## src/rtl/fifo_feeder_if.sv

```systemverilog
// Memory-read and fifo-command bus between fifo_feeder (master) and its memory/fifo (slave).
// Latency: none (wires only); backpressure: full_flag from the fifo side.
interface fifo_feeder_if #(
    parameter int ADDR_W = 4
);
    logic              mem_rd_en;
    logic [ADDR_W-1:0] mem_addr;
    logic [3:0]        mem_data;
    logic              full_flag;
    logic [6:0]        vector_out;

    modport master (
        output mem_rd_en,
        output mem_addr,
        output vector_out,
        input  mem_data,
        input  full_flag
    );

    modport slave (
        input  mem_rd_en,
        input  mem_addr,
        input  vector_out,
        output mem_data,
        output full_flag
    );
endinterface

```

## src/rtl/fifo_feeder.sv

```systemverilog
// fifo_feeder: packs program-memory words into fifo write vectors; first write 4 cycles after start, then 1 per 3 cycles.
// Backpressure: a high full_flag in PUSH/STALL holds the word and drives halt; FIFO_FEEDER_STALL_CNT_EN adds o_stall_count.
module fifo_feeder #(
    parameter int ADDR_W = 4,
    parameter int LEN_W  = 5
) (
    input  logic              i_clk,
    input  logic              i_reset,
    fifo_feeder_if.master     bus,
    input  logic              i_start,
    input  logic [ADDR_W-1:0] i_base_addr,
    input  logic [LEN_W-1:0]  i_length,
    output logic              o_busy,
    output logic              o_done
`ifdef FIFO_FEEDER_STALL_CNT_EN
    ,
    output logic [7:0]        o_stall_count
`endif
);

    typedef enum logic [2:0] {
        S_IDLE,
        S_REQ,
        S_CAPT,
        S_PUSH,
        S_STALL,
        S_DONE
    } state_t;

    localparam logic [6:0] VEC_HALT = 7'b000_0001;

    state_t            r_state;
    logic [ADDR_W-1:0] r_ptr;
    logic [ADDR_W-1:0] r_mem_addr;
    logic [LEN_W-1:0]  r_remaining;
    logic [3:0]        r_hold;
    logic              r_mem_rd_en;
    logic [6:0]        r_vector;
    logic              r_busy;
    logic              r_done;

    logic [ADDR_W-1:0] w_ptr_nxt;
    logic              w_last;

    assign w_ptr_nxt = r_ptr + ADDR_W'(1);
    assign w_last    = (r_remaining == LEN_W'(1));

    always_ff @(posedge i_clk or negedge i_reset) begin
        if (!i_reset) begin
            r_state     <= S_IDLE;
            r_ptr       <= '0;
            r_mem_addr  <= '0;
            r_remaining <= '0;
            r_hold      <= '0;
            r_mem_rd_en <= 1'b0;
            r_vector    <= '0;
            r_busy      <= 1'b0;
            r_done      <= 1'b0;
        end else begin
            r_vector    <= '0;
            r_mem_rd_en <= 1'b0;
            r_done      <= 1'b0;
            case (r_state)
                S_IDLE: begin
                    if (i_start) begin
                        r_ptr       <= i_base_addr;
                        r_remaining <= i_length;
                        r_busy      <= 1'b1;
                        if (i_length == '0) begin
                            r_state <= S_DONE;
                        end else begin
                            r_mem_addr  <= i_base_addr;
                            r_mem_rd_en <= 1'b1;
                            r_state     <= S_REQ;
                        end
                    end
                end
                S_REQ: begin
                    r_state <= S_CAPT;
                end
                S_CAPT: begin
                    r_hold  <= bus.mem_data;
                    r_state <= S_PUSH;
                end
                // The fifo's full_flag is only looked at here; the read pipeline ignores it.
                S_PUSH, S_STALL: begin
                    if (bus.full_flag) begin
                        r_vector <= VEC_HALT;
                        r_state  <= S_STALL;
                    end else begin
                        r_vector    <= {1'b1, 1'b0, r_hold, 1'b0};
                        r_ptr       <= w_ptr_nxt;
                        r_remaining <= r_remaining - LEN_W'(1);
                        if (w_last) begin
                            r_state <= S_DONE;
                        end else begin
                            r_mem_addr  <= w_ptr_nxt;
                            r_mem_rd_en <= 1'b1;
                            r_state     <= S_REQ;
                        end
                    end
                end
                S_DONE: begin
                    r_done  <= 1'b1;
                    r_busy  <= 1'b0;
                    r_state <= S_IDLE;
                end
                default: begin
                    r_state <= S_IDLE;
                end
            endcase
        end
    end

    assign bus.mem_rd_en  = r_mem_rd_en;
    assign bus.mem_addr   = r_mem_addr;
    assign bus.vector_out = r_vector;
    assign o_busy         = r_busy;
    assign o_done         = r_done;

`ifdef FIFO_FEEDER_STALL_CNT_EN
    logic [7:0] r_stall_count;

    always_ff @(posedge i_clk or negedge i_reset) begin
        if (!i_reset) begin
            r_stall_count <= '0;
        end else if (r_state == S_IDLE && i_start) begin
            r_stall_count <= '0;
        end else if (r_state == S_STALL && r_stall_count != 8'hFF) begin
            r_stall_count <= r_stall_count + 8'd1;
        end
    end

    assign o_stall_count = r_stall_count;
`endif

endmodule

```

## src/flat_wrapper.sv

```systemverilog
// flat-port wrapper written by rule: the top's interface ports become plain ports
module fifo_feeder_flat 
#(
    parameter int ADDR_W = 4,
    parameter int LEN_W  = 5
)
  (i_clk, i_reset, i_start, i_base_addr, i_length, o_busy, o_done, bus_mem_rd_en, bus_mem_addr, bus_vector_out, bus_mem_data, bus_full_flag);
  fifo_feeder_if #(.ADDR_W(ADDR_W)) bus_i ();
  input  logic i_clk;
  input  logic i_reset;
  input  logic i_start;
  input  logic [ADDR_W-1:0] i_base_addr;
  input  logic [LEN_W-1:0] i_length;
  output logic o_busy;
  output logic o_done;
  output wire logic [$bits(bus_i.mem_rd_en)-1:0] bus_mem_rd_en;
  output wire logic [$bits(bus_i.mem_addr)-1:0] bus_mem_addr;
  output wire logic [$bits(bus_i.vector_out)-1:0] bus_vector_out;
  input wire logic [$bits(bus_i.mem_data)-1:0] bus_mem_data;
  input wire logic [$bits(bus_i.full_flag)-1:0] bus_full_flag;
  assign bus_mem_rd_en = bus_i.mem_rd_en;
  assign bus_mem_addr = bus_i.mem_addr;
  assign bus_vector_out = bus_i.vector_out;
  assign bus_i.mem_data = bus_mem_data;
  assign bus_i.full_flag = bus_full_flag;
  fifo_feeder #(.ADDR_W(ADDR_W), .LEN_W(LEN_W)) u_core (.i_clk(i_clk), .i_reset(i_reset), .bus(bus_i), .i_start(i_start), .i_base_addr(i_base_addr), .i_length(i_length), .o_busy(o_busy), .o_done(o_done));
endmodule
```

## config.mk

```make
export PLATFORM = sky130hd
export DESIGN_NAME = fifo_feeder_flat
export DESIGN_NICKNAME = d
export VERILOG_FILES = /design/src/rtl/fifo_feeder_if.sv /design/src/rtl/fifo_feeder.sv /design/src/flat_wrapper.sv
export SDC_FILE = /design/constraint.sdc
export NUM_CORES = 1
export LEC_CHECK = 0
export CORE_MARGIN = 2
export CORE_UTILIZATION = 40
export CTS_CLUSTER_SIZE = 30
export DETAILED_ROUTE_END_ITERATION = 10
export PLACE_DENSITY = 0.71
export SLEW_MARGIN = 40
export SYNTH_ARGS = -nofsm -noshare
export SYNTH_HDL_FRONTEND = slang
export SYNTH_SLANG_ARGS = --single-unit
```

## constraint.sdc

```tcl
create_clock -name i_clk -period 1.6 [get_ports i_clk]
set_input_delay 0.48 -clock i_clk [delete_from_list [all_inputs] [get_ports i_clk]]
set_output_delay 0.48 -clock i_clk [all_outputs]
set_load 0.01 [all_outputs]
```

==> insert_results.sql <==
INSERT INTO impl_metrics (metric_group, metric, value, unit) VALUES
('setup_path', 'critPathKind', 'reg -> reg', ''),
('clock_network', 'htree_num_levels', '2', ''),
('clock_network', 'root_buffer', 'sky130_fd_sc_hd__clkbuf_8', ''),
('layout', 'layout.filler_cells', '323', ''),
('clock_network', 'cts.clk_slew.worst_paths', '0.07', 'ns'),
('status', 'run_status', 'complete, but fails checks', ''),
('layout', 'fin_area', '0.00223', 'mm^2'),
('clock_network', 'clock_tree.buffer_depth', '2', ''),
('layout', 'area_growth', '44.2', '%'),
('layout', 'fin_util', '60.4', '%'),
('synthesis', 'area_fraction_in_compound_gates_after_synthesis', '17.0', '%'),
('setup_path', 'timing.critical_path.required', '1.78', 'ns'),
('synthesis', 'synthCells', '135', ''),
('synthesis', 'synth_fp_nets', '155', ''),
('place', 'dpl.hpwl', '2.53', 'mm'),
('floorplan', 'core_area', '0.00369', 'mm^2'),
('job', 'total_of_max_cap_violations', '0', ''),
('sta', 'final_hold_viol_count', '0', ''),
('sta', 'finalMaxSlewViolations', '0', ''),
('layout', 'post_route_cells_drive_above_1_share', '35.2', '%'),
('setup_path', 'r2r_worst_path_depth', '5', ''),
('global_route', 'grt_first_pass_wirelength', '6.15', 'mm'),
('pwr', 'worst_ir_drop_vdd', '0.000623', 'V'),
('hold_path', 'hold_start', 'u_core.r_hold[3]$_DFFE_PN0P_', ''),
('setup_path', 'critical_path_cell_sequence', 'buf_4 > or3b_4 > a21oi_4 > or2_4 > mux2_4', ''),
('sta', 'rsz0062_at_grt', 'yes', ''),
('synthesis', 'post_synth.cell_area_avg', '11.4', 'um^2'),
('detailed_routing', 'vias_per_cell', '5.26', ''),
('synthesis', 'yosys_warnings', '0', ''),
('sta', 'worst_path_setup_slack_after_routing', '-0.0950', 'ns'),
('clock_network', 'skew_pair_late_insertion_delay', '0.29', 'ns'),
('sta', 'clock_skew', '0.00296', 'ns'),
('pwr', 'fin_total_pwr', '0.00411', 'W'),
('layout', 'num_antenna_cells', '0', ''),
('detailed_routing', 'drt_wl_total', '3.60', 'mm'),
('setup_path', 'timing.rr.end', 'u_core.r_ptr[3]$_DFFE_PN0P_', ''),
('sta', 'crit_share_post_route', '106', '%'),
('synthesis', 'synth.ff_latch_count', '29', ''),
('floorplan', 'io-pin-count', '31', ''),
('setup_path', 'worst-r2r-setup-slack', '-0.1', 'ns'),
('sta', 'finalSetupViolCount', '11', ''),
('synthesis', 'async_flop_share', '100', '%'),
('pwr', 'powerDensity', '1840', 'mW/mm^2'),
('floorplan', 'die_x', '66.1', 'um'),
('floorplan', 'dieHeight', '66.1', 'um'),
('status', 'failed_checks', 'setup timing', ''),
('global_route', 'grt_max_degree', '30', ''),
('detailed_routing', 'num_vias', '1284', ''),
('synthesis', 'synth-xor-area-share', '1.13', '%'),
('detailed_routing', 'route.antenna.remaining_nets', '0', ''),
('floorplan', 'die_area', '0.00437', 'mm^2'),
('synthesis', 'number_of_distinct_library_cell_variants_in_the_gate_level_netlist_after_synthesis', '46', ''),
('clock_network', 'clock_sinks', '29', ''),
('synthesis', 'mappedNetlistArea', '0.00154', 'mm^2'),
('floorplan', 'initial_util', '41.9', '%'),
('clock_network', 'tritoncts', 'done', ''),
('synthesis', 'synth_flop_cell', 'sky130_fd_sc_hd__dfrtp_1', ''),
('global_route', 'initial_antenna_violation_count', '0', ''),
('place', 'dpl_cell_area', '0.00205', 'mm^2'),
('synthesis', 'synth.yosys.seq_area_share', '47.0', '%'),
('global_route', 'grt_overflow_total', '0', ''),
('clock_network', 'cts_made_buffers', '5', ''),
('detailed_routing', 'post_drt_wl_per_cell', '14.8', 'um'),
('synthesis', 'synth-simple-area-share', '17.7', '%'),
('synthesis', 'synth_top_family_by_area', 'simple AND/OR/NAND/NOR gates', ''),
('hold_path', 'worstHoldEndpoint', 'u_core.bus.vector_out[4]$_DFF_PN0_', ''),
('place', 'buffers_added_on_ports', '29', ''),
('place', 'globalplace.congestion', '0.858', ''),
('setup_path', 'worstSetupEndpointType', 'flip-flop', ''),
('sta', 'fmax', '590', 'MHz'),
('setup_path', 'cp.arrival', '1.87', 'ns');
[synth_stat cells (all sizes together) (2+ instances only)]
cell    instances  share of area (%)
dfrtp          29                 47
mux2            9                7.5
a21oi           8                2.8
nor2            8                3.5
nand2           7                1.9
nor3            7                2.3
buf             6                3.2
o22a            6                3.4
and2            5                2.0
inv             5                1.2
o22ai           4                1.6
ha              3                2.4
o21ai           3               0.97
a22oi           2               0.97
a31oi           2                1.8
and2b           2                1.1
and3b           2                1.1
clkbuf          2                1.1
mux2i           2                1.3
nand2b          2               0.81
nand3           2               0.65
nand3b          2                1.2
o211ai          2               0.97
or3b            2                1.1
xnor2           2                1.1
[through the flow]
stage               setup TNS, ns  instances
global placement            -6.27        229
CTS                        -0.643        242
detailed placement          -6.77        229
finish                     -0.636        244
global route                -1.46        244
floorplan                  -0.469        135
[how the worst max path moves through the flow]
stage	startpoint	to	slack, ns	cells past startpoint
2_1_floorplan	i_start	u_core.r_ptr[3]$_DFFE_PN0P_	-0.16	5
3_3_place_gp	i_start	u_core.r_remaining[4]$_DFFE_PN0P_	-0.49	6
3_5_place_dp	i_start	u_core.r_remaining[4]$_DFFE_PN0P_	-0.53	6
4_1_cts	u_core.r_state[1]$_DFFE_PN0P_	u_core.bus.mem_addr[0]$_DFFE_PN0P_	-0.11	4
5_1_grt	u_core.r_state[0]$_DFFE_PN0P_	u_core.bus.mem_addr[0]$_DFFE_PN0P_	-0.14	4
6_report	u_core.r_state[0]$_DFFE_PN0P_	u_core.r_ptr[3]$_DFFE_PN0P_	-0.1	5
[flip-flops by register name, indices dropped and copies added (netlist names)]
| signal | flops |
|---|---|
| u_core.bus.vector_out | 6 |
| u_core.r_remaining | 5 |
| u_core.bus.mem_addr | 4 |
| u_core.r_hold | 4 |
| u_core.r_ptr | 4 |
| u_core.r_state | 3 |
| u_core.bus.mem_rd_en | 1 |
| u_core.o_busy | 1 |
| u_core.o_done | 1 |
[critical path, delay by kind of cell, from the launching register on]
family	cells	cell delay, ns
buffers and inverters	1	0.18
multiplexers	1	0.29
flip-flops	1	0.38
AO/OA/AOI/OAI	1	0.17
AND/OR/NAND/NOR	2	0.56
[cells in the final DEF (no fill, tap or decap), drive strengths merged, types with 3 or more instances in the layout]
master         count
clkbuf             5
mux2               9
nor3               7
a21oi              8
nor2               8
nand2              7
buf               32
o21ai              3
clkdlybuf4s50     15
ha                 3
o22a               6
dlygate4sd2       14
o22ai              4
and2               5
dfrtp             29
inv                5
[cell families (layout without fill, tap and decap cells)]
| logic type | count (synthesis) | after routing |
|---|---|---|
| flops | 29 | 29 |
| xor+xnor | 2 | 2 |
| fa+ha+maj | 3 | 3 |
| compound gates | 33 | 33 |
| mux | 11 | 11 |
| other cells | 1 | 1 |
| buf+inv | 13 | 74 |
| simple gates | 43 | 43 |
[layer usage]
layer  GRT usage, %  up-vias  routed length, um
li1               -      606                  -
met1           23.5      635               1530
met2           30.0       33               1810
met3           6.47       10                144
met4           10.2        0                112
met5              0        -                  0
[power breakdown]
part	leakage, nW	switching (W)	internal, W	total [W]
logic	0.658	0.00103	0.00124	0.00228
clock network	0.0439	0.000299	0.000299	0.000598
registers	0.352	0.000188	0.00105	0.00123
total	1.05	0.00152	0.00259	0.00411
[repair_timing]
| action | in CTS | in global routing |
|---|---|---|
| cloned | 1 | 1 |
| hold buffers | 0 | 0 |
| pin swaps | 5 | 3 |
| setup endpoints to repair | 27 | 21 |
| resized for setup | 21 | 7 |
| setup buffers | 4 | 1 |
[final cells by class]
type	count	area [um^2]	area share (%)
multi-input cells	93	788	35.4
flip-flops and latches	29	726	32.6
repair buffers	61	548	24.6
clock buffers	5	68.8	3.09
well taps	48	60.1	2.70
inverters	5	18.8	0.843
clock inverters	3	17.5	0.787
Note: power is estimated with default switching activity, not from simulation.
